==> config.mk <==
export PLATFORM = sky130hd
export DESIGN_NAME = adc_readout_sched
export DESIGN_NICKNAME = d
export VERILOG_FILES = /design/src/rtl/adc_readout_pkg.sv /design/src/rtl/adc_readout_sched_oreg.sv /design/src/rtl/adc_readout_sched.sv
export SDC_FILE = /design/constraint.sdc
export NUM_CORES = 2
export LEC_CHECK = 0
export CAP_MARGIN = 20
export CORE_AREA = 3 3 334 336
export CTS_CLUSTER_SIZE = 40
export DETAILED_ROUTE_END_ITERATION = 10
export DIE_AREA = 0 0 337 339
export PLACE_DENSITY = 0.66
export SLEW_MARGIN = 20
export SYNTH_ARGS = -nofsm -noshare
export SYNTH_HDL_FRONTEND = slang
export SYNTH_HIERARCHICAL = 1
export SYNTH_SLANG_ARGS = --single-unit
==> constraint.sdc <==
create_clock -name rd_clk -period 8.73 [get_ports rd_clk]
set_clock_uncertainty 0.05 [all_clocks]
set_input_delay 1.746 -clock rd_clk [delete_from_list [all_inputs] [get_ports rd_clk]]
set_output_delay 1.746 -clock rd_clk [all_outputs]
set_load 0.02 [all_outputs]
==> src/rtl/adc_readout_pkg.sv <==
// Shared types, constants and word builders for the ADC readout sequencer.
package adc_readout_pkg;

  localparam int N_CH   = 64;
  localparam int ADC_W  = 12;
  localparam int ADDR_W = 6;
  localparam int RD_LAT = 2;
  localparam int CH_W   = 6;
  localparam int NS_W   = 7;

  localparam logic [1:0] TY_HDR = 2'b10;
  localparam logic [1:0] TY_DAT = 2'b00;
  localparam logic [1:0] TY_TRL = 2'b11;

  typedef enum logic [2:0] {
    S_IDLE,
    S_HDR,
    S_WAIT,
    S_LOAD,
    S_SCAN,
    S_TRL
  } state_t;

  // 0 or anything above a full window means a full window
  function automatic logic [NS_W-1:0] eff_ns(
    input logic [NS_W-1:0] n
  );
    if (n == '0 || n > 7'd64) return 7'd64;
    return n;
  endfunction

  function automatic logic [31:0] mk_hdr(
    input logic [NS_W-1:0] ns,
    input logic [15:0]     id
  );
    return {TY_HDR, 3'b0, ns, 4'b0, id};
  endfunction

  function automatic logic [31:0] mk_dat(
    input logic [CH_W-1:0]   ch,
    input logic [ADDR_W-1:0] samp,
    input logic [ADC_W-1:0]  adc
  );
    return {TY_DAT, 6'b0, ch, samp, adc};
  endfunction

  function automatic logic [31:0] mk_trl(
    input logic [15:0] cnt
  );
    return {TY_TRL, 14'b0, cnt};
  endfunction

endpackage

==> src/rtl/adc_readout_sched_oreg.sv <==
// Single-entry output register; contents hold while valid and not ready.
module adc_readout_sched_oreg (
  input  logic        clk_i,
  input  logic        rst_ni,
  input  logic        ld_i,
  input  logic [31:0] data_i,
  input  logic        last_i,
  output logic        can_ld_o,
  output logic [31:0] out_data_o,
  output logic        out_valid_o,
  output logic        out_last_o,
  input  logic        out_ready_i
);

  logic [31:0] data_q;
  logic        valid_q;
  logic        last_q;

  assign can_ld_o    = !valid_q || out_ready_i;
  assign out_data_o  = data_q;
  assign out_valid_o = valid_q;
  assign out_last_o  = last_q;

  always_ff @(posedge clk_i or negedge rst_ni) begin
    if (!rst_ni) begin
      data_q  <= '0;
      valid_q <= 1'b0;
      last_q  <= 1'b0;
    end else if (ld_i && can_ld_o) begin
      data_q  <= data_i;
      valid_q <= 1'b1;
      last_q  <= last_i;
    end else if (out_ready_i) begin
      valid_q <= 1'b0;
      last_q  <= 1'b0;
    end
  end

endmodule

==> src/rtl/adc_readout_sched.sv <==
// L1-triggered readout sequencer: walks the event window, zero-suppresses
// channels and frames a header/data/trailer word stream.
module adc_readout_sched
  import adc_readout_pkg::*;
(
  input  logic                  rd_clk,
  input  logic                  rst_n,
  input  logic                  trig_l1,
  input  logic [NS_W-1:0]       n_samples,
  input  logic                  zs_en,
  input  logic [ADC_W-1:0]      zs_thr,
  output logic [ADDR_W-1:0]     adc_rd_addr,
  input  logic [N_CH*ADC_W-1:0] adc_data,
  output logic [31:0]           out_data,
  output logic                  out_valid,
  input  logic                  out_ready,
  output logic                  out_last,
  output logic                  busy,
  output logic [15:0]           trig_dropped
);

  state_t                  state_q;
  logic                    pend_q;
  logic [15:0]             drop_q;
  logic [15:0]             evid_q;
  logic [NS_W-1:0]         ns_q;
  logic                    zs_q;
  logic [ADC_W-1:0]        thr_q;
  logic [ADDR_W-1:0]       samp_q;
  logic [ADDR_W-1:0]       addr_q;
  logic [CH_W-1:0]         ch_q;
  logic [1:0]              wcnt_q;
  logic [15:0]             dcnt_q;
  logic                    tsent_q;
  logic [N_CH*ADC_W-1:0]   shad_q;

  logic        can_ld;
  logic        ld_d;
  logic [31:0] word_d;
  logic        last_d;
  logic        go;
  logic        pass;
  logic        xfer;
  logic        last_samp;
  logic [ADC_W-1:0] cur_adc;

  assign cur_adc   = shad_q[ch_q*ADC_W +: ADC_W];
  assign pass      = !zs_q || (cur_adc > thr_q);
  assign xfer      = out_valid && out_ready;
  assign last_samp = ({1'b0, samp_q} == ns_q - 7'd1);
  assign go        = (state_q == S_IDLE) && (trig_l1 || pend_q) && can_ld;

  assign adc_rd_addr  = addr_q;
  assign busy         = (state_q != S_IDLE);
  assign trig_dropped = drop_q;

  always_comb begin
    ld_d   = 1'b0;
    word_d = '0;
    last_d = 1'b0;
    unique case (state_q)
      S_IDLE: if (go) begin
        ld_d   = 1'b1;
        word_d = mk_hdr(eff_ns(n_samples), evid_q);
      end
      S_SCAN: if (pass && can_ld) begin
        ld_d   = 1'b1;
        word_d = mk_dat(ch_q, samp_q, cur_adc);
      end
      S_TRL: if (!tsent_q && can_ld) begin
        ld_d   = 1'b1;
        word_d = mk_trl(dcnt_q);
        last_d = 1'b1;
      end
      default: ;
    endcase
  end

  adc_readout_sched_oreg u_oreg (
    .clk_i       (rd_clk),
    .rst_ni      (rst_n),
    .ld_i        (ld_d),
    .data_i      (word_d),
    .last_i      (last_d),
    .can_ld_o    (can_ld),
    .out_data_o  (out_data),
    .out_valid_o (out_valid),
    .out_last_o  (out_last),
    .out_ready_i (out_ready)
  );

  always_ff @(posedge rd_clk or negedge rst_n) begin
    if (!rst_n) begin
      state_q <= S_IDLE;
      pend_q  <= 1'b0;
      drop_q  <= '0;
      evid_q  <= '0;
      ns_q    <= '0;
      zs_q    <= 1'b0;
      thr_q   <= '0;
      samp_q  <= '0;
      addr_q  <= '0;
      ch_q    <= '0;
      wcnt_q  <= '0;
      dcnt_q  <= '0;
      tsent_q <= 1'b0;
      shad_q  <= '0;
    end else begin
      // one trigger may queue behind the running event; more are dropped
      if (busy && trig_l1) begin
        if (!pend_q)
          pend_q <= 1'b1;
        else if (drop_q != 16'hFFFF)
          drop_q <= drop_q + 16'd1;
      end
      unique case (state_q)
        S_IDLE: if (go) begin
          pend_q  <= 1'b0;
          ns_q    <= eff_ns(n_samples);
          zs_q    <= zs_en;
          thr_q   <= zs_thr;
          samp_q  <= '0;
          addr_q  <= '0;
          dcnt_q  <= '0;
          state_q <= S_HDR;
        end
        S_HDR: if (xfer) begin
          evid_q  <= evid_q + 16'd1;
          wcnt_q  <= '0;
          state_q <= S_WAIT;
        end
        S_WAIT: begin
          if (wcnt_q == 2'(RD_LAT - 1))
            state_q <= S_LOAD;
          else
            wcnt_q <= wcnt_q + 2'd1;
        end
        S_LOAD: begin
          shad_q  <= adc_data;
          ch_q    <= '0;
          state_q <= S_SCAN;
        end
        S_SCAN: if (!pass || can_ld) begin
          if (pass)
            dcnt_q <= dcnt_q + 16'd1;
          if (ch_q == 6'd63) begin
            if (last_samp) begin
              tsent_q <= 1'b0;
              state_q <= S_TRL;
            end else begin
              samp_q  <= samp_q + 6'd1;
              addr_q  <= samp_q + 6'd1;
              wcnt_q  <= '0;
              state_q <= S_WAIT;
            end
          end else begin
            ch_q <= ch_q + 6'd1;
          end
        end
        S_TRL: begin
          if (tsent_q && xfer) begin
            addr_q  <= '0;
            state_q <= S_IDLE;
          end else if (ld_d) begin
            tsent_q <= 1'b1;
          end
        end
        default: state_q <= S_IDLE;
      endcase
    end
  end

endmodule
==> run summary <==
Tmin final -> 7.16 ns
Most used cell, CP -> buf_12
Gr busiest metal -> met2
Worst Setup End Kind -> flip-flop
RSZ-0062 raised after global routing -> no
Initial DRC count -> 3294
Mean Syn Cell Area -> 9.53 um^2
Slowest stage cell on the critical path -> dfrtp_4
Leading cell type in the layout, fill and taps excluded -> nand2_1
Clock latency on the worst-skew pair -> 0.67 ns
NumNets Final -> 5834
Ys Warns -> 6
R2R cell count -> 17
Worst path top cell family by delay -> simple AND/OR/NAND/NOR gates
P&R area growth vs syn -> 32.2%
Largest net degree at the start of global routing -> 219
Vias -> 34600
Postcts setup bufs -> 0
Final hold violation count -> 0
Tot Pwr -> 18.6 mW
Worst stage delay on the critical path -> 0.97 ns
Worst Setup Start Kind -> flip-flop
PwrDens -> 344 mW/mm^2
Status -> finished clean
GRT met2 Usage -> 44.8%
Commonest non-fill, non-tap cells in the layout -> 2371 x nand2_1, 893 x dfrtp_1, 847 x clkdlybuf4s50_1, 192 x mux4_2, 103 x clkbuf_16
Met1 Usage GRT -> 35.9%
Slew @ Worst Pin -> 1.10 ns
Mapped cell area -> 0.0409 mm^2
Vias in the first global route -> 34900
CP Class -> reg -> reg
FF+latch count, synth -> 895
GPL Wtd Cong -> 0.945
Sequential-to-total area share from yosys stat -> 54.7%
Global route overflow -> 0
Root Driver -> clkbuf_16
Hold Crit Class -> reg -> reg
Number of distinct library cells after synthesis -> 62
Routed wire per std cell -> 24.9 um
Final WL -> 163 mm
Clock Pin Slew Worst Setup and Hold Paths -> 0.06 ns
Worst-path fanout max -> 42
Slew Limit Fails -> 0
All-Layer GR Usage -> 27.9%
Worst-path cell chain -> buf_12 -> buf_12 -> mux4_2 -> a22oi_1 -> a21oi_1 -> or4_1 -> ha_1 -> nor2b_1 -> o211ai_1 -> a211oi_1 -> o31ai_1 -> buf_4 -> nand4_1 -> or2_2 -> nand2b_1 -> nand2_4 -> mux2_4
Clock Path Buffers -> 3
CTS tree -> done
Detail Route Antenna Nets -> 0
Post-synth ARST share -> 100%
CTS H-tree depth -> 3
I/O Buffers -> 848
Slew HR -> 26.5%
CTS sink cnt -> 895
Layout cells sized above 1 -> 9.07%
WP data arrival -> 7.66 ns
Mapped Cells -> 4298
Number of remaining DRC errors -> 0
# Max-Cap Violations -> 0
Critical Path RT -> 9.23 ns
First drt pass iteration count -> 5
Horiz. Die Dim -> 337 um
Num CTS Buffers -> 99
Antenna violations before repair -> 35
TNS Setup -> 0 ns
Post-synth top flop -> dfrtp_1
Leakage -> 25.6 nW
Core region area -> 0.109 mm^2
Via/cell ratio -> 5.29
Worst Hold Launch -> shad_q[265]
Post-layout util -> 49.7%
Period utilization -> 82.0%
Die ar. -> 0.114 mm^2
Hold Path Stages -> 2
Hold endpoint -> shad_q[265]
Met3 Resource Use GR -> 6.37%
R2R Setup Slk -> 1.57 ns
FP Rows -> 121
# IOs -> 849
Initial Util -> 37.6%
R2R Path End -> u_oreg/out_data_o[11]
First-pass GRT wire length -> 234 mm
Worst vdd ir -> 174 uV
Post-synth EDFFs -> 0
Critical Path Source -> ch_q[0]
Hold_buf cts -> 0
Die height -> 339 um
Final setup fails -> 0
Post-CTS sizing -> 0
WP buf/inv -> 3
Final HPWL DP -> 123 mm
Fmax -> 0.140 GHz
Reg2reg start -> ch_q[0]
==> final cells by class <==
class | instances | area [um^2]
repair buffers | 888 | 8970
clock buffers | 142 | 2940
clock inverters | 40 | 537
flip-flops and latches | 895 | 22400
multi-input cells | 3113 | 17300
diodes | 24 | 60.1
inverters | 26 | 97.6
fillers | 9968 | 54700
well taps | 1414 | 1770
==> stage by stage <==
step	hold WS (ns)	worst slack [ns]	std cells	instance area, um^2
after floorplan	0.390	3.94	4300	41000
after global placement	0.402	1.75	6336	50600
after detailed placement	0.407	1.63	6336	50600
after CTS	0.421	1.61	6518	54100
after global routing	0.438	1.19	6539	54100
final	0.420	1.57	6542	54100
==> report_power, final <==
part / internal (mW) / switching, mW / total [mW]
Sequential: 6.09 / 1.53 / 7.62
Combinational: 2.94 / 3.56 / 6.50
Clock: 2.72 / 1.77 / 4.49
Total: 11.7 / 6.86 / 18.6
==> logic make-up after synthesis <==
logic type	count (synthesis)	synth area share [%]
AOI/OAI and AO/OA	279	4.54
and+or+nand+nor	2540	24.3
xor gates and xnor gates	42	0.898
DFF	895	54.7
other	1	0.00916
muxes	230	11.9
buffers and inverters	292	3.07
adders and majority gates	19	0.581
==> state kept, by name, summed over array words and instances, names as in the netlist <==
name and flops:
ns_q 7, evid_q 16, shad_q 768, pend_q 1
u_oreg/out_data_o 32, dcnt_q 16, samp_q 6, adc_rd_addr 6
thr_q 12, zs_q 1, wcnt_q 2, ch_q 6
state_q 3, u_oreg/out_valid_o 1, tsent_q 1, trig_dropped 16
u_oreg/out_last_o 1
==> Yosys cell counts, types with 7 or more instances <==
master / count / area [um^2]
nand3_1: 19 / 95.1
mux4_2: 192 / 4320
nand2_1: 2371 / 8900
buf_1: 24 / 90.1
clkbuf_1: 205 / 769
buf_6: 9 / 101
inv_1: 26 / 97.6
dfrtp_1: 895 / 22400
nor3_1: 7 / 35.0
nand4_1: 24 / 150
or3_1: 9 / 56.3
o21ai_0: 41 / 205
o31ai_1: 8 / 60.1
xnor2_1: 25 / 219
and3_1: 8 / 50.1
a21o_1: 16 / 120
a22o_1: 25 / 219
mux2_4: 32 / 480
ha_1: 19 / 238
nor2_1: 37 / 139
xor2_1: 17 / 149
a22oi_1: 101 / 758
buf_2: 20 / 100
or4_1: 9 / 67.6
or4_4: 9 / 101
a21oi_1: 69 / 345
and2_1: 9 / 56.3
nand2b_1: 7 / 43.8
==> how the worst max path moves through the flow <==
stage | end | slack, ns | cells past startpoint
floorplan | u_oreg/out_data_o[0] | 3.94 | 20
finish | u_oreg/out_data_o[11] | 1.57 | 17
global placement | u_oreg/out_data_o[7] | 1.75 | 17
global route | u_oreg/out_data_o[11] | 1.19 | 17
detailed placement | u_oreg/out_data_o[16] | 1.63 | 17
CTS | u_oreg/out_data_o[16] | 1.61 | 17
==> metal layers <==
| metal | routed length, um | share of wire, % | up-vias |
|---|---|---|---|
| met1 | 64100 | 39 | 17200 |
| met5 | 133 | 0.082 | - |
| met2 | 77100 | 47 | 1535 |
| li1 | - | - | 15500 |
| met4 | 8330 | 5.1 | 18 |
| met3 | 13000 | 8.0 | 345 |
==> worst reg2reg max path, stage by stage (launching register included) <==
cell      delay (ns)
dfrtp_4         0.97
buf_12          0.47
buf_12          0.36
mux4_2          0.58
a22oi_1         0.40
a21oi_1         0.15
or4_1           0.56
ha_1            0.33
nor2b_1         0.14
o211ai_1        0.15
a211oi_1        0.11
o31ai_1         0.25
buf_4           0.23
nand4_1         0.57
or2_2           0.65
nand2b_1        0.21
nand2_4         0.40
mux2_4          0.48
Power figures use the tool's default switching activity.
